==> config.mk <==
export PLATFORM = sky130hd
export DESIGN_NAME = btb_assoc
export DESIGN_NICKNAME = d
export VERILOG_FILES = /design/src/rtl/rv32i_types.sv /design/src/rtl/btb_ras.sv /design/src/rtl/btb_assoc.sv
export SDC_FILE = /design/constraint.sdc
export NUM_CORES = 2
export LEC_CHECK = 0
export ABC_AREA = 1
export BUFFER_PORTS_ARGS = -buffer_cell sky130_fd_sc_hd__buf_2
export CAP_MARGIN = 5
export CELL_PAD_IN_SITES_DETAIL_PLACEMENT = 1
export CELL_PAD_IN_SITES_GLOBAL_PLACEMENT = 2
export CORE_UTILIZATION = 27
export CTS_CLUSTER_SIZE = 24
export DETAILED_ROUTE_END_ITERATION = 7
export GPL_ROUTABILITY_DRIVEN = 0
export PLACE_DENSITY = 0.56
export RECOVER_POWER = 100
export SETUP_SLACK_MARGIN = 0.2
export SLEW_MARGIN = 5
export SYNTH_ARGS = -nofsm -noshare
export SYNTH_HDL_FRONTEND = slang
export SYNTH_SLANG_ARGS = --single-unit
==> constraint.sdc <==
create_clock -name clk -period 9.1 [get_ports clk]
set_clock_uncertainty 0.15 [all_clocks]
set_input_delay 0.91 -clock clk [delete_from_list [all_inputs] [get_ports clk]]
set_output_delay 0.91 -clock clk [all_outputs]
set_load 0.005 [all_outputs]
==> src/rtl/rv32i_types.sv <==
// Shared RV32I fetch-side types: BTB entry kinds, control-transfer opcodes
// and the commit-time decode that classifies a retired instruction.
package rv32i_types;

  typedef enum logic [1:0] {
    BTB_BR   = 2'd0,
    BTB_JUMP = 2'd1,
    BTB_CALL = 2'd2,
    BTB_RET  = 2'd3
  } btb_type_t;

  localparam logic [6:0] BR_OPCODE   = 7'b1100011;
  localparam logic [6:0] JAL_OPCODE  = 7'b1101111;
  localparam logic [6:0] JALR_OPCODE = 7'b1100111;

  typedef struct packed {
    logic      cft;
    btb_type_t typ;
  } cft_decode_t;

  // x1 (ra) and x5 (t0) are the link registers of the calling convention
  function automatic logic is_link(input logic [4:0] r);
    return (r == 5'd1) || (r == 5'd5);
  endfunction

  function automatic cft_decode_t decode_cft(input logic [6:0] opcode,
                                             input logic [4:0] rd,
                                             input logic [4:0] rs1);
    cft_decode_t d;
    d.cft = 1'b0;
    d.typ = BTB_BR;
    case (opcode)
      BR_OPCODE: begin
        d.cft = 1'b1;
        d.typ = BTB_BR;
      end
      JAL_OPCODE: begin
        d.cft = 1'b1;
        d.typ = is_link(rd) ? BTB_CALL : BTB_JUMP;
      end
      JALR_OPCODE: begin
        d.cft = 1'b1;
        if (is_link(rs1) && (rd == 5'd0)) d.typ = BTB_RET;
        else if (is_link(rd))             d.typ = BTB_CALL;
        else                              d.typ = BTB_JUMP;
      end
      default: begin
        d.cft = 1'b0;
        d.typ = BTB_BR;
      end
    endcase
    return d;
  endfunction

endpackage

==> src/rtl/btb_ras.sv <==
// Return address stack with a speculative copy driven by fetch and a
// committed copy driven by retirement; flush restores speculative from committed.
module btb_ras #(
  parameter int DEPTH = 8
) (
  input  logic        clk,
  input  logic        rst_n,
  input  logic        spec_push,
  input  logic        spec_pop,
  input  logic [31:0] spec_addr,
  input  logic        commit_push,
  input  logic        commit_pop,
  input  logic [31:0] commit_addr,
  input  logic        flush,
  output logic [31:0] top,
  output logic        valid
);

  localparam int PTR_W = (DEPTH > 1) ? $clog2(DEPTH) : 1;
  localparam int CNT_W = $clog2(DEPTH + 1);
  localparam logic [CNT_W-1:0] FULL = CNT_W'(DEPTH);

  logic [31:0]      s_stack_q [DEPTH];
  logic [PTR_W-1:0] s_ptr_q;
  logic [CNT_W-1:0] s_cnt_q;

  logic [31:0]      c_stack_q [DEPTH];
  logic [PTR_W-1:0] c_ptr_q;
  logic [CNT_W-1:0] c_cnt_q;

  logic [31:0]      c_stack_n [DEPTH];
  logic [PTR_W-1:0] c_ptr_n;
  logic [CNT_W-1:0] c_cnt_n;

  // Committed next state is also the flush image, so a same-cycle commit is included
  always_comb begin
    c_stack_n = c_stack_q;
    c_ptr_n   = c_ptr_q;
    c_cnt_n   = c_cnt_q;
    if (commit_push) begin
      c_stack_n[c_ptr_q] = commit_addr;
      c_ptr_n            = c_ptr_q + 1'b1;
      if (c_cnt_q != FULL) c_cnt_n = c_cnt_q + 1'b1;
    end else if (commit_pop && (c_cnt_q != '0)) begin
      c_ptr_n = c_ptr_q - 1'b1;
      c_cnt_n = c_cnt_q - 1'b1;
    end
  end

  always_ff @(posedge clk) begin
    if (!rst_n) begin
      c_ptr_q <= '0;
      c_cnt_q <= '0;
    end else begin
      c_stack_q <= c_stack_n;
      c_ptr_q   <= c_ptr_n;
      c_cnt_q   <= c_cnt_n;
    end
  end

  // A full push lands on the oldest slot because the buffer is circular
  always_ff @(posedge clk) begin
    if (!rst_n) begin
      s_ptr_q <= '0;
      s_cnt_q <= '0;
    end else if (flush) begin
      s_stack_q <= c_stack_n;
      s_ptr_q   <= c_ptr_n;
      s_cnt_q   <= c_cnt_n;
    end else if (spec_push) begin
      s_stack_q[s_ptr_q] <= spec_addr;
      s_ptr_q            <= s_ptr_q + 1'b1;
      if (s_cnt_q != FULL) s_cnt_q <= s_cnt_q + 1'b1;
    end else if (spec_pop && (s_cnt_q != '0)) begin
      s_ptr_q <= s_ptr_q - 1'b1;
      s_cnt_q <= s_cnt_q - 1'b1;
    end
  end

  assign top   = s_stack_q[s_ptr_q - 1'b1];
  assign valid = (s_cnt_q != '0);

endmodule

==> src/rtl/btb_assoc.sv <==
// Set-associative BTB with partial tags and round-robin victims, trained at commit.
// Define BTB_RAS_EN to add the speculative return address stack (btb_ras).
module btb_assoc
  import rv32i_types::*;
#(
  parameter int SETS_LOG2 = 4,
  parameter int WAYS      = 2,
  parameter int TAG_W     = 12,
  parameter int RAS_DEPTH = 8
) (
  input  logic        clk,
  input  logic        rst_n,
  input  logic        fetch_valid,
  input  logic [31:0] fetch_pc,
  input  logic        gshare_take,
  output logic [31:0] fetch_pc_next,
  output logic        fetch_hit,
  output logic [1:0]  fetch_type,
  input  logic        rob_pop,
  input  logic        commit_taken,
  input  logic [6:0]  commit_opcode,
  input  logic [4:0]  commit_rd,
  input  logic [4:0]  commit_rs1,
  input  logic [31:0] commit_pc,
  input  logic [31:0] commit_pc_next,
  input  logic        flush,
  input  logic        btb_clear
);

  localparam int SETS  = 1 << SETS_LOG2;
  localparam int WAY_W = (WAYS > 1) ? $clog2(WAYS) : 1;

  logic              valid_q  [SETS][WAYS];
  logic [TAG_W-1:0]  tag_q    [SETS][WAYS];
  logic [31:0]       target_q [SETS][WAYS];
  btb_type_t         type_q   [SETS][WAYS];
  logic [WAY_W-1:0]  victim_q [SETS];

  logic [SETS_LOG2-1:0] f_set;
  logic [TAG_W-1:0]     f_tag;
  logic                 look_hit;
  logic [WAY_W-1:0]     look_way;
  btb_type_t            look_type;
  logic [31:0]          look_target;
  logic [31:0]          pc_plus4;
  logic [31:0]          ras_top;
  logic                 ras_valid;

  assign f_set    = fetch_pc[2 +: SETS_LOG2];
  assign f_tag    = fetch_pc[2 + SETS_LOG2 +: TAG_W];
  assign pc_plus4 = fetch_pc + 32'd4;

  // Scan from the top way down so the lowest matching way is the one kept
  always_comb begin
    look_hit = 1'b0;
    look_way = '0;
    for (int w = WAYS - 1; w >= 0; w--) begin
      if (valid_q[f_set][w] && (tag_q[f_set][w] == f_tag)) begin
        look_hit = 1'b1;
        look_way = w[WAY_W-1:0];
      end
    end
    look_type   = look_hit ? type_q[f_set][look_way] : BTB_BR;
    look_target = target_q[f_set][look_way];
  end

  always_comb begin
    fetch_pc_next = pc_plus4;
    if (look_hit) begin
      case (look_type)
        BTB_BR:             if (gshare_take) fetch_pc_next = look_target;
        BTB_JUMP, BTB_CALL: fetch_pc_next = look_target;
        BTB_RET:            fetch_pc_next = ras_valid ? ras_top : look_target;
        default:            fetch_pc_next = pc_plus4;
      endcase
    end
  end

  assign fetch_hit  = look_hit;
  assign fetch_type = look_type;

  cft_decode_t          dec;
  logic [SETS_LOG2-1:0] c_set;
  logic [TAG_W-1:0]     c_tag;
  logic                 c_hit;
  logic [WAY_W-1:0]     c_hit_way;
  logic                 c_free;
  logic [WAY_W-1:0]     c_free_way;
  logic [WAY_W-1:0]     wr_way;
  logic                 train_we;

  assign dec   = decode_cft(commit_opcode, commit_rd, commit_rs1);
  assign c_set = commit_pc[2 +: SETS_LOG2];
  assign c_tag = commit_pc[2 + SETS_LOG2 +: TAG_W];

  always_comb begin
    c_hit      = 1'b0;
    c_hit_way  = '0;
    c_free     = 1'b0;
    c_free_way = '0;
    for (int w = WAYS - 1; w >= 0; w--) begin
      if (valid_q[c_set][w] && (tag_q[c_set][w] == c_tag)) begin
        c_hit     = 1'b1;
        c_hit_way = w[WAY_W-1:0];
      end
      if (!valid_q[c_set][w]) begin
        c_free     = 1'b1;
        c_free_way = w[WAY_W-1:0];
      end
    end
    if (c_hit)       wr_way = c_hit_way;
    else if (c_free) wr_way = c_free_way;
    else             wr_way = victim_q[c_set];
  end

  assign train_we = rob_pop && dec.cft && commit_taken;

  // Clear shares the reset path so it always beats a same-cycle training write
  always_ff @(posedge clk) begin
    if (!rst_n || btb_clear) begin
      for (int s = 0; s < SETS; s++) begin
        victim_q[s] <= '0;
        for (int w = 0; w < WAYS; w++) valid_q[s][w] <= 1'b0;
      end
    end else if (train_we) begin
      valid_q[c_set][wr_way]  <= 1'b1;
      tag_q[c_set][wr_way]    <= c_tag;
      target_q[c_set][wr_way] <= commit_pc_next;
      type_q[c_set][wr_way]   <= dec.typ;
      if (!c_hit && !c_free)
        victim_q[c_set] <= (int'(victim_q[c_set]) == WAYS - 1) ? '0 : victim_q[c_set] + 1'b1;
    end
  end

`ifdef BTB_RAS_EN
  btb_ras #(
    .DEPTH(RAS_DEPTH)
  ) u_ras (
    .clk         (clk),
    .rst_n       (rst_n),
    .spec_push   (fetch_valid && look_hit && (look_type == BTB_CALL)),
    .spec_pop    (fetch_valid && look_hit && (look_type == BTB_RET)),
    .spec_addr   (pc_plus4),
    .commit_push (rob_pop && dec.cft && (dec.typ == BTB_CALL)),
    .commit_pop  (rob_pop && dec.cft && (dec.typ == BTB_RET)),
    .commit_addr (commit_pc + 32'd4),
    .flush       (flush),
    .top         (ras_top),
    .valid       (ras_valid)
  );
`else
  logic unused_ras;
  assign ras_top    = '0;
  assign ras_valid  = 1'b0;
  assign unused_ras = ^{flush, fetch_valid, commit_pc, RAS_DEPTH == 0};
`endif

endmodule
### Yosys cells after proc, flatten, opt, wreduce, memory -nomap -nowiden

Memory sizes are Yosys's and may differ from the RTL's.
Index checks and enable logic that the tools add are counted.

* bits in registers: 0
* RAM bits: 1520
* input bits: 121
* output and inout bits: 35
* word-level logic and storage cells: 97
* memories kept: 5

* add/sub/neg operators: 2
* order comparisons: 3
* eq/ne operators: 14
* multiplexer cells: 51
* bitwise logic cells: 2
* reduce and logical (&&, ||, !) cells: 20

Memory list
* target_q: depth 16, bits a word 64, rd ports 1, clocked after memory_dff 0, wr ports 1, line btb_assoc.sv:35 `logic [31:0] target_q [SETS][WAYS];`
* tag_q: depth 16, bits a word 24, rd ports 2, clocked after memory_dff 0, wr ports 1, line btb_assoc.sv:34 `logic [TAG_W-1:0] tag_q [SETS][WAYS];`
* type_q: depth 16, bits a word 4, rd ports 1, clocked after memory_dff 0, wr ports 1, line btb_assoc.sv:36 `btb_type_t type_q [SETS][WAYS];`
* valid_q: depth 16, bits a word 2, rd ports 2, clocked after memory_dff 0, wr ports 16, line btb_assoc.sv:33 `logic valid_q [SETS][WAYS];`
* victim_q: depth 16, bits a word 1, rd ports 1, clocked after memory_dff 0, wr ports 16, line btb_assoc.sv:37 `logic [WAY_W-1:0] victim_q [SETS];`

Operators with widths (number)
* $mux 32: 6
* $mux 64: 1
* $pmux 32 s2: 1
* $eq 12x12->1: 4
* $add 32x3->32 const B: 1
* $demux 32 s1: 1
* $mux 24: 1
* $mux 1: 23
* $eq 7x7->1 const B: 3
* $mux 2: 10
* $demux 12 s1: 1
* $mux 12: 1
* $mux 4: 3
* $eq 5x1->1 const B: 2
* $eq 5x3->1 const B: 2
* $logic_and 1x1->1: 9
* $pmux 3 s3: 1
* $logic_not 5->1: 1
* $eq 2x2->1 const B: 2
* $ge 2x2->1 const B: 2
* $not 1->2: 2
* $logic_not 1->1: 3
* $logic_or 1x1->1: 3
* $reduce_or 3->1: 1
* other kinds (8): 8

### Depth between registers and ports, before layout

An unclocked memory read counts as a cell.

* depth after elaboration: 14
* gate-level depth with buffers: 25
* mapped depth without buffers: 21

### Worst setup path before layout

No wires, ideal clock.

* path type: input to register
* start: input port commit_pc[2]
* end: memory tag_q[0][0] in the netlist's numbering (enable)
* library setup time: 400 ps
* data arrival time: 3633 ps
* required time: 8550 ps
* slack: 4917 ps
* stages on the path: 15
* buffers on the path: 4
* cells stage by stage: nand2_1 > buf_2 > buf_2 > buf_2 > o221ai_1 > a21oi_1 > nor2_1 > nor2_1 > nand2_1 > nor2_1 > nand3_1 > nand2_1 > buf_2 > nand4_1 > inv_1

* cells in the longest elaborated chain, start to end: 12
* elaborated cells on any way between the ends: 22
* those cells by class: order compare (2); eq/ne (2); mux (11); bitwise (1); reduce/logical (3); memory (3)

Ends and longest elaborated chain
* from (decl): line btb_assoc.sv:24 `input logic [31:0] commit_pc,`
* $mem_v2 16x24
* $eq 12x12->1: line btb_assoc.sv:102 `if (valid_q[c_set][w] && (tag_q[c_set][w] == c_tag)) begin`
* $logic_and 1x1->1: line btb_assoc.sv:102
* $mux 1 (2 in a row): line btb_assoc.sv:102
* $mux 1: line btb_assoc.sv:111 `if (c_hit) wr_way = c_hit_way;`
* $not 1->2 (not written as such): line btb_assoc.sv:127 `tag_q[c_set][wr_way] <= c_tag;`
* $ge 2x2->1 (not written as such) or $lt 2x1->1 (tied branches): line btb_assoc.sv:127
* $logic_and 1x1->1 (not written as such): line btb_assoc.sv:127
* $mux 12 (not written as such): line btb_assoc.sv:127
* $demux 12 s1: line btb_assoc.sv:127
* $mux 24 (not written as such): line btb_assoc.sv:127
* to (decl): line btb_assoc.sv:34

Several ways; a longest one is shown, not always the timed one.

### Worst setup path in the final report

* start: input port commit_pc[2]
* end: memory target_q[0][22] in the netlist's numbering (enable)

* cells in the longest elaborated chain, start to end: 12
* elaborated cells on any way between the ends: 22
* those cells by class: order compare (2); eq/ne (2); mux (11); bitwise (1); reduce/logical (3); memory (3)

Ends and longest elaborated chain
* $mem_v2 16x24
* $eq 12x12->1: line btb_assoc.sv:102
* $logic_and 1x1->1: line btb_assoc.sv:102
* $mux 1 (2 in a row): line btb_assoc.sv:102
* $mux 1: line btb_assoc.sv:111
* $not 1->2 (not written as such): line btb_assoc.sv:128 `target_q[c_set][wr_way] <= commit_pc_next;`
* $ge 2x2->1 (not written as such) or $lt 2x1->1 (tied branches): line btb_assoc.sv:128
* $logic_and 1x1->1 (not written as such): line btb_assoc.sv:128
* $mux 32 (not written as such): line btb_assoc.sv:128
* $demux 32 s1: line btb_assoc.sv:128
* $mux 64 (not written as such): line btb_assoc.sv:128
* to (decl): line btb_assoc.sv:35

Several ways; a longest one is shown, not always the timed one.

==> impl_metrics.yaml <==
status:
  status: "complete, but fails checks"
  failing_checks: "max-capacitance violations, max-slew violations"
yosys:
  post_synth_num_cell_types: 48
  synth_ff_type: "sky130_fd_sc_hd__edfxtp_1"
  yosys_register_bits: 1520
  synth_warnings: 0
  synth.cell_area_mm2: 0.0654
  synth_fp_nets: 5928
  synth.yosys.seq_area_share: 0.693
  xor_and_xnor_fraction_of_the_mapped_netlist_area: 0.00415
  synth.area.mux_share: 0
  compound_gate_portion_of_the_synthesized_area: 0.119
  synth_top_family_by_area: "simple AND/OR/NAND/NOR gates"
  yosysTopAreaCell: "sky130_fd_sc_hd__edfxtp_1"
  synthSimpleGateAreaFrac: 0.135
  synthAdderAreaFrac: 0.000191
  async_set_reset_flop_share_out_of_synthesis: 0
  netlist_instances: 5806
  synthTopCellsByArea: "sky130_fd_sc_hd__edfxtp_1, sky130_fd_sc_hd__nand2_1, sky130_fd_sc_hd__o21ai_0"
  post_synth_edffs: 1488
  yosysTopAreaCellShare: 0.683
  postSynthAreaPerCell_um2: 11.3
floorplan:
  placement_rows: 180
  initial_util: 0.272
  die-height_um: 494
  die-width_um: 494
  floorplan.io_pins: 156
  core_region_area_mm2: 0.241
  floorplan.die_area_mm2: 0.244
routing:
  drt_iter0_drc: 3741
  final_antenna_net_count: 0
  routed_wire_length_per_instance_um: 28.4
  drt_drc_violations_left: 0
  via_count: 46821
  via_per_inst: 5.09
  first_pass_detailed_route_iteration_total: 5
  routed_wl_um: 262000
setup_path:
  worst-endpoint-required_ns: 9.39
  timing.reg2reg.worst_path_depth: 14
  worstPathArrival_ns: 8.22
  critical_path_peak_fanout: 27
  timing_worst_setup_path_type: "input pin to flip-flop"
  worstSetupStartpointType: "input pin"
  worst_setup_path_end_kind: "flip-flop"
min_path:
  whs_path_depth: 2
  min_path_type: "flip-flop to flip-flop"
power:
  post-layout-total-power_w: 0.0156
  max-vdd-ir-drop_mv: 0.174
  power_density_mw_per_mm2: 208
  leakagePower_nw: 25.7
job:
  max_cap_violations: 30
timing:
  relSlewSlack: -0.720
  timing.final.hold_violations: 0
  final_max_slew_viol_count: 1053
  timing.final.ws_setup_ns: 1.17
  fin_crit_ns: 7.93
  setup_repair_after_global_routing_missed_its_margin: "false"
  timing_worst_slew_pin_value_ns: 2.58
  setup_viol: 0
  tns_ns: 0
  max_freq_mhz: 126
  share_of_the_clock_period_used_by_the_worst_path: 0.872
clocking:
  ctsRootBufferMaster: "sky130_fd_sc_hd__clkbuf_16"
  postCtsHoldBufs: 0
  ctsHtreeMaxLevel: 4
  tritoncts_clock_tree: "yes"
  cts_max_path_buffers: 3
  clk_pin_slew_worst_paths_ns: 0.06
  cts_buffers: 176
  cts.repair_timing.setup_buffer_count: 0
  clock_sinks: 1520
  worst_skew_pair.late_latency_ns: 0.86
  cts-resized-gates: 0
placement:
  dp_hpwl_um: 146000
  placed_insts: 8875
  buffer_ports.inserted: 136
  pre_cts_slack_ns: 2.09
global_routing:
  wire_length_of_the_first_global_routing_pass_um: 366000
  grt.total_usage: 0.211
  grt-ovfl-total: 0
  grt_antenna_before_repair: 17
  pin_count_of_the_biggest_net_entering_global_routing: 138
  vias_in_the_first_global_route: 47365
cells_and_area:
  drive_above_1_share: 0.0825
  layoutNonFillerInstCount: 9204
  fin_nets: 5990
  flow.area_growth_from_synthesis_pct: 14.5
[state kept, by name (all words and copies together) (netlist names)]
| register | count |
|---|---|
| target_q | 1024 |
| tag_q | 384 |
| type_q | 64 |
| valid_q | 32 |
| victim_q | 16 |
[metal layers]
metal,up-vias,global-route usage,routed length [um]
li1,20982,-,-
met1,24550,0.290,120000
met2,991,0.354,126000
met3,296,0.0243,10100
met4,2,0.0486,5590
met5,-,0,9
[logic make-up (layout without fill, tap and decap cells)]
group | Yosys count | in the layout
buf+inv | 741 | 945
fa+ha+maj | 1 | 1
other cells | 0 | 9
compound gates | 1334 | 1334
simple gates | 2179 | 2179
flops | 1520 | 1520
xor+xnor | 31 | 31
[report_power, final]
| part | internal (W) | switching, W | total, W |
|---|---|---|---|
| combinational | 0.000247 | 0.000792 | 0.00104 |
| sequential | 0.00768 | 0.000000954 | 0.00768 |
| clock | 0.00377 | 0.00306 | 0.00683 |
| total | 0.0117 | 0.00386 | 0.0156 |
[cells in the final DEF (no fill, tap or decap), types with 6 or more instances in the layout]
| cell | netlist | routed |
|---|---|---|
| sky130_fd_sc_hd__clkinv_16 | 0 | 9 |
| sky130_fd_sc_hd__o21ai_0 | 679 | 693 |
| sky130_fd_sc_hd__nor2_2 | 9 | 7 |
| sky130_fd_sc_hd__edfxtp_1 | 1488 | 1488 |
| sky130_fd_sc_hd__bufinv_16 | 0 | 6 |
| sky130_fd_sc_hd__a221oi_1 | 13 | 13 |
| sky130_fd_sc_hd__nand3_1 | 304 | 304 |
| sky130_fd_sc_hd__nand4_1 | 58 | 58 |
| sky130_fd_sc_hd__clkbuf_16 | 0 | 177 |
| sky130_fd_sc_hd__a22oi_1 | 75 | 75 |
| sky130_fd_sc_hd__dfxtp_1 | 32 | 32 |
| sky130_fd_sc_hd__nor2_1 | 820 | 816 |
| sky130_fd_sc_hd__inv_2 | 10 | 15 |
| sky130_fd_sc_hd__nand2_1 | 952 | 949 |
| sky130_fd_sc_hd__o211ai_1 | 25 | 25 |
| sky130_fd_sc_hd__buf_4 | 34 | 85 |
| sky130_fd_sc_hd__inv_1 | 348 | 315 |
| sky130_fd_sc_hd__diode_2 | 0 | 9 |
| sky130_fd_sc_hd__a31oi_1 | 19 | 19 |
| sky130_fd_sc_hd__o221ai_1 | 99 | 99 |
| sky130_fd_sc_hd__nor2_4 | 3 | 9 |
| sky130_fd_sc_hd__buf_2 | 120 | 85 |
| sky130_fd_sc_hd__inv_4 | 1 | 23 |
| sky130_fd_sc_hd__o21ai_1 | 86 | 72 |
| sky130_fd_sc_hd__clkbuf_1 | 199 | 116 |
| sky130_fd_sc_hd__buf_12 | 0 | 12 |
| sky130_fd_sc_hd__a21oi_1 | 49 | 49 |
| sky130_fd_sc_hd__clkinv_2 | 0 | 28 |
| sky130_fd_sc_hd__clkinv_1 | 1 | 53 |
| sky130_fd_sc_hd__xor2_1 | 27 | 27 |
| sky130_fd_sc_hd__nor3_1 | 12 | 12 |
| sky130_fd_sc_hd__o22ai_1 | 274 | 274 |
[stage by stage]
| stage | instance area (um2) | hold slack [ns] | util |
|---|---|---|---|
| 2_1_floorplan | 65400 | 0.291 | - |
| 3_3_place_gp | 69600 | 0.306 | 0.289 |
| 3_5_place_dp | 69600 | 0.310 | 0.289 |
| 4_1_cts | 75100 | 0.323 | 0.312 |
| 5_1_grt | 74900 | 0.344 | 0.311 |
| 6_report | 74900 | 0.321 | 0.311 |
[cell type report]
cell class	instances	area (um2)
Inverter	360	1450
Fill cell	26366	166000
Timing Repair Buffer	265	1650
Clock inverter	104	890
Clock buffer	216	4580
Antenna cell	9	22.5
Sequential cell	1520	45300
Multi-Input combinational cell	3545	17000
Tap cell	3185	3990
[critical path, stage by stage]
cell and delay [ns]:
sky130_fd_sc_hd__clkbuf_1 0.15, sky130_fd_sc_hd__inv_1 0.18, sky130_fd_sc_hd__nor2_4 0.05, sky130_fd_sc_hd__inv_1 1.25, sky130_fd_sc_hd__clkbuf_1 1.22, sky130_fd_sc_hd__o22ai_1 0.17
sky130_fd_sc_hd__o21ai_0 0.52, sky130_fd_sc_hd__nand2_1 0.09, sky130_fd_sc_hd__nor2_1 0.26, sky130_fd_sc_hd__o21ai_0 0.12, sky130_fd_sc_hd__nor3_1 0.35, sky130_fd_sc_hd__nand3_1 0.24
sky130_fd_sc_hd__nand2_1 0.57, sky130_fd_sc_hd__nand4_1 0.30, sky130_fd_sc_hd__inv_4 0.67, sky130_fd_sc_hd__clkbuf_1 1.10
[final timing paths]
| check | start | end | slack, ns |
|---|---|---|---|
| max reg2reg | tag_q[8][20] | target_q[9][45] | 3.59 |
| min | valid_q[14][0] | valid_q[14][0] | 0.32 |
| max | commit_pc[2] | target_q[0][22] | 1.17 |
| min reg2reg | valid_q[14][0] | valid_q[14][0] | 0.32 |
[synth_stat cells (2+ instances only)]
| master | count |
|---|---|
| sky130_fd_sc_hd__o21ai_0 | 679 |
| sky130_fd_sc_hd__dfxtp_1 | 32 |
| sky130_fd_sc_hd__nand3_2 | 3 |
| sky130_fd_sc_hd__o221ai_1 | 99 |
| sky130_fd_sc_hd__nand3_1 | 304 |
| sky130_fd_sc_hd__clkbuf_1 | 199 |
| sky130_fd_sc_hd__nand4_1 | 58 |
| sky130_fd_sc_hd__buf_1 | 16 |
| sky130_fd_sc_hd__a31oi_1 | 19 |
| sky130_fd_sc_hd__nor2_2 | 9 |
| sky130_fd_sc_hd__nor2_4 | 3 |
| sky130_fd_sc_hd__a21oi_1 | 49 |
| sky130_fd_sc_hd__edfxtp_1 | 1488 |
| sky130_fd_sc_hd__nand2_1 | 952 |
| sky130_fd_sc_hd__a22oi_1 | 75 |
| sky130_fd_sc_hd__nor3b_1 | 2 |
| sky130_fd_sc_hd__a211oi_1 | 3 |
| sky130_fd_sc_hd__a32o_1 | 5 |
| sky130_fd_sc_hd__or2_2 | 4 |
| sky130_fd_sc_hd__inv_2 | 10 |
| sky130_fd_sc_hd__o21bai_1 | 2 |
| sky130_fd_sc_hd__nor3_1 | 12 |
| sky130_fd_sc_hd__or2_1 | 3 |
| sky130_fd_sc_hd__inv_1 | 348 |
| sky130_fd_sc_hd__xnor2_1 | 4 |
| sky130_fd_sc_hd__a221oi_1 | 13 |
| sky130_fd_sc_hd__xor2_1 | 27 |
| sky130_fd_sc_hd__buf_4 | 34 |
| sky130_fd_sc_hd__nor2_1 | 820 |
| sky130_fd_sc_hd__o21ai_1 | 86 |
| sky130_fd_sc_hd__buf_2 | 120 |
| sky130_fd_sc_hd__buf_6 | 12 |
| sky130_fd_sc_hd__nand2_2 | 2 |
| sky130_fd_sc_hd__o211ai_1 | 25 |
| sky130_fd_sc_hd__nor3_2 | 3 |
| sky130_fd_sc_hd__o22ai_1 | 274 |
Power figures use the tool's default switching activity.
